[src/rtl/irq_ctrl.sv]
// irq_ctrl: CSR-mapped interrupt controller with per-source edge/level capture,
// pending latch, mask and lowest-index priority ID, driving the lm32 interrupt vector.
module irq_ctrl #(
    parameter logic [3:0]      csr_addr   = 4'h4,
    parameter int              NIRQ       = 8,
    parameter bit              SYNC       = 1'b0,
    parameter logic [NIRQ-1:0] EDGE_RESET = '0
) (
    input  logic            sys_clk,
    input  logic            sys_rst,
    input  logic [13:0]     csr_a,
    input  logic            csr_we,
    input  logic [31:0]     csr_di,
    output logic [31:0]     csr_do,
    input  logic [NIRQ-1:0] irq_in,
    output logic [31:0]     cpu_irq
);
    logic [NIRQ-1:0] raw, prev, pending, mask, edge_mode, masked, w1c, mode_chg, pending_nx, wdata;
    logic [2:0]      idx;
    logic            sel, wr, valid;
    logic [4:0]      id_idx;
    logic [31:0]     rd_data;
    logic            unused_bits;

    if (SYNC) begin : g_sync
        logic [NIRQ-1:0] s1, s2;
        always_ff @(posedge sys_clk) begin
            s1 <= sys_rst ? '0 : irq_in;
            s2 <= sys_rst ? '0 : s1;
        end
        assign raw = s2;
    end else begin : g_direct
        assign raw = irq_in;
    end

    assign unused_bits = ^{csr_a[9:3], csr_di};
    assign sel         = csr_a[13:10] == csr_addr;
    assign idx         = csr_a[2:0];
    assign wr          = sel & csr_we;
    assign wdata       = csr_di[NIRQ-1:0];
    assign w1c         = (wr && idx == 3'd0) ? wdata : '0;
    assign mode_chg    = (wr && idx == 3'd2) ? (wdata ^ edge_mode) : '0;
    // a mode switch discards whatever was captured under the old mode
    assign pending_nx  = ((edge_mode & ((raw & ~prev) | (pending & ~w1c))) | (~edge_mode & raw)) & ~mode_chg;
    assign masked      = pending & mask;
    assign valid       = |masked;

    always_comb begin
        id_idx = 5'd0;
        for (int i = NIRQ - 1; i >= 0; i--)
            if (masked[i]) id_idx = 5'(i);
    end

    assign rd_data = !sel        ? 32'd0 :
                     idx == 3'd0 ? 32'(pending) :
                     idx == 3'd1 ? 32'(mask) :
                     idx == 3'd2 ? 32'(edge_mode) :
                     idx == 3'd3 ? 32'(raw) :
                     idx == 3'd4 ? {valid, 26'd0, id_idx} : 32'd0;

    // prev tracks raw through reset so a source held high gives no edge on release
    always_ff @(posedge sys_clk)
        prev <= raw;

    always_ff @(posedge sys_clk) begin
        if (sys_rst) begin
            pending   <= '0;
            mask      <= '0;
            edge_mode <= EDGE_RESET;
            csr_do    <= '0;
            cpu_irq   <= '0;
        end else begin
            pending   <= pending_nx;
            mask      <= (wr && idx == 3'd1) ? wdata : mask;
            edge_mode <= (wr && idx == 3'd2) ? wdata : edge_mode;
            csr_do    <= rd_data;
            cpu_irq   <= 32'(masked);
        end
    end
endmodule

[config.mk]
export PLATFORM = sky130hd
export DESIGN_NAME = irq_ctrl
export DESIGN_NICKNAME = d
export VERILOG_FILES = /design/src/rtl/irq_ctrl.sv
export SDC_FILE = /design/constraint.sdc
export NUM_CORES = 1
export LEC_CHECK = 0
export CAP_MARGIN = 40
export CORE_AREA = 5 5 85 87
export CTS_CLUSTER_SIZE = 8
export DETAILED_ROUTE_END_ITERATION = 7
export DIE_AREA = 0 0 90 92
export HOLD_SLACK_MARGIN = 0.02
export PLACE_DENSITY = 0.78
export SYNTH_ARGS = -nofsm -noshare
export SYNTH_HDL_FRONTEND = slang
export SYNTH_SLANG_ARGS = --single-unit
[constraint.sdc]
create_clock -name sys_clk -period 3.2 [get_ports sys_clk]
set_clock_uncertainty 0.1 [all_clocks]
set_input_delay 0.64 -clock sys_clk [delete_from_list [all_inputs] [get_ports sys_clk]]
set_output_delay 0.64 -clock sys_clk [all_outputs]
set_load 0.005 [all_outputs]
==> impl_results.md <==
- Flops & latches, synth: a little under 50
- Pin count of the biggest net entering global routing: 33
- Unrepaired setup endpoints after global routing: false
- Core area: 0.00628 mm2
- Die area: approximately 0.0083 mm2
- CP required: roughly 3.3 ns
- GP Congestion: 0.857
- Fin crit period: between 2 and 2.5 ns
- Leak: between 0.001 and 0.0015 uW
- Placed insts: approximately 400
- PostCTS Resize Cnt: 0
- YS warnings: 0
- CTS H-tree lvls: 2
- Post-Synth Simple-Gate Area: 15.4%
- Die Y-Extent: roughly 92 um
- PortBufs: 42
- Post-CTS Hold Buffers: 0
- Clk slew on worst S/H paths: roughly 0.09 ns
- Async SR Flop Fraction: 0%
- WL/cell: roughly 14 um
- Die X: roughly 90 um
- Post-detail-place hpwl: roughly 4400 um
- Reg2reg start: mask[4]
- Setup slack, reg-to-reg: between 1.5 and 2 ns
- Sequential-to-total area share from yosys stat: about two fifths
- Top post-synthesis cells by count: dfxtp_1 (49), buf_4 (48), nand2_1 (31)
- Initial antenna violation count: 0
- Count of final hold-check violations: 0
- Post-Route WL: approximately 5900 um
- Total CTS buffers: 5
- Critical Path Sink: csr_do[0]
- Antenna Diode Count: 0
- Crit start category: primary input
- Clock root cell: clkbuf_8
- Vias in the first global route: 2066
- Max frequency: around 430 MHz
- Mux share of post-synthesis cell area: 8.99%
- Fill count: between 500 and 600
- XOR/XNOR Fraction of Synth Area: 0%
- VDD IR max: 0.227 mV
- Largest family of logic cells by synthesized area: buffers and inverters
- Worst path arrival time: 2.41 ns
- CTS tree: built
- Most numerous cell in the Yosys netlist: dfxtp_1
- Share of layout cells above drive strength 1: around a tenth
- Io pins: 121
- # Post-CTS Setup Buffers: 0
- EDFF count, synth: 0
- Max Cap Viol: 0
- Global route overflow: 0
- Final Max Slew Viols: 0
- Compound-gate portion of the synthesized area: 17.8%
- Total GRT Usage: 13.9%
- Cell area after synthesis: between 0.002 and 0.0025 mm2
- Post-synth top area share: 39.6%
- R2R Path End: csr_do[1]
- Residual DRC: 0
- Area leader, netlist: dfxtp_1
- Post-synth top flop: dfxtp_1
- Adder-Cell Fraction of Synth Area: 0%
- Pwr dens: about 380 mW/mm2
- Drt pass-1 iters: 4
- Critical Path Source: csr_a[0]
- Synth unique cells: 33
- Starting density of the core: roughly 39%
- Final period util: between 70 and 80%
- Final nets: 389
- Row Count: 29
- CP Capture Type: flop
- Hold Crit Class: reg -> reg
- Final setup viols: 0
- Post-route insts no fill: between 400 and 500
- Insertion delay to the later sink of the worst-skew pair: about 0.3 ns
- Setup WS pre-CTS: slightly below 0.6 ns
- Final antenna-violating net count: 0
- Setup TNS: 0 ns
- Avg Cell Area, Syn: just under 9 um2
- Via count: slightly above 2k
- Maximum fanout along the worst path: 8
- Synthesis-to-layout area growth: 17.8%
- Post-Syn Instances: 285
- Setup CP Type: in -> reg
- Worst R2R Path Depth: 4
- Initial DRC count: about 190
- Vias/cell: 5.03
- Outcome: finished clean
- Final setup margin: between 0.8 and 0.9 ns
- Synth area leaders: dfxtp_1 (40%), buf_4 (15%), a21oi_1 (5.2%)
- Clk sinks: 49
- First-pass GRT wire length: ~9500 um
- Hold Startpoint: pending[6]
- Max Root-Sink Buffers: 2
## stage by stage
| stage | area [um2] | hold WS (ns) | total power (uW) | util, % |
|---|---|---|---|---|
| 5_1_grt | 2920 | 0.413 | 1160 | 46.5 |
| 2_1_floorplan | 2650 | 0.344 | 753 | - |
| 4_1_cts | 2920 | 0.378 | 1120 | 46.5 |
| 3_3_place_gp | 2840 | 0.368 | 767 | 45.2 |
| 6_report | 2920 | 0.379 | 1110 | 46.5 |
| 3_5_place_dp | 2840 | 0.366 | 772 | 45.2 |
## area by class of cell
| type | count | area (um2) | area share, % |
|---|---|---|---|
| clock buffer | 6 | 72.6 | 2.49 |
| clock inverter | 2 | 10.0 | 0.343 |
| inverter | 11 | 41.3 | 1.41 |
| multi-input combinational | 213 | 1220 | 41.9 |
| sequential | 49 | 981 | 33.6 |
| tap | 77 | 96.3 | 3.30 |
| timing repair buffer | 52 | 495 | 17.0 |
## cell families (layout without fill, tap and decap cells)
kind of cell | count (synthesis) | in the layout
and+or+nand+nor | 83 | 83
buffers and inverters | 69 | 71
AOI/OAI and AO/OA | 67 | 67
DFF | 49 | 49
muxes | 16 | 16
other | 1 | 47
## critical path, cell delays in order
cell and delay, ns:
clkdlybuf4s50_1 0.57, or3b_1 0.48, a21oi_2 0.22, o2111ai_1 0.16, a221oi_1 0.34
## state kept, by name, summed over array words and instances, names as in the netlist
| name | count |
|---|---|
| edge_mode | 8 |
| cpu_irq | 8 |
| pending | 8 |
| prev | 8 |
| csr_do | 9 |
| mask | 8 |
## worst min-delay path by stage
stage / to / cells after the start
floorplan: cpu_irq[6] / 2
global placement: cpu_irq[6] / 2
detailed placement: cpu_irq[6] / 2
CTS: cpu_irq[6] / 2
global route: cpu_irq[6] / 2
finish: cpu_irq[6] / 2
## per-layer routing
metal / track usage [%] / wire, um / share of wire (%) / vias up
met1: 16.9 / 2500 / 42 / 960
met5: 0 / 0 / 0 / -
li1: - / - / - / 989
met3: 4.34 / 460 / 7.8 / 13
met4: 5.71 / 109 / 1.9 / 0
met2: 23.0 / 2820 / 48 / 99
## placed cells by master (no fill, tap or decap), types with 2 or more instances in the layout
| cell type | instances |
|---|---|
| a211oi_1 | 8 |
| a21bo_2 | 8 |
| a21oi_1 | 26 |
| a221oi_1 | 3 |
| a22oi_1 | 2 |
| a311oi_1 | 2 |
| a31oi_1 | 2 |
| and2_1 | 5 |
| buf_4 | 10 |
| clkbuf_8 | 5 |
| clkdlybuf4s50_1 | 42 |
| clkinv_2 | 2 |
| conb_1 | 47 |
| dfxtp_1 | 49 |
| inv_1 | 11 |
| mux2i_1 | 11 |
| mux4_2 | 5 |
| nand2_1 | 31 |
| nand2b_1 | 2 |
| nand3_1 | 5 |
| nand4_1 | 8 |
| nor2_1 | 27 |
| o21ai_0 | 10 |
## power breakdown
part / internal [uW] / switching, uW
registers: 620 / 6.49
clock network: 152 / 203
logic: 62.7 / 70.4
total: 835 / 280
Note: power is estimated with default switching activity, not from simulation.
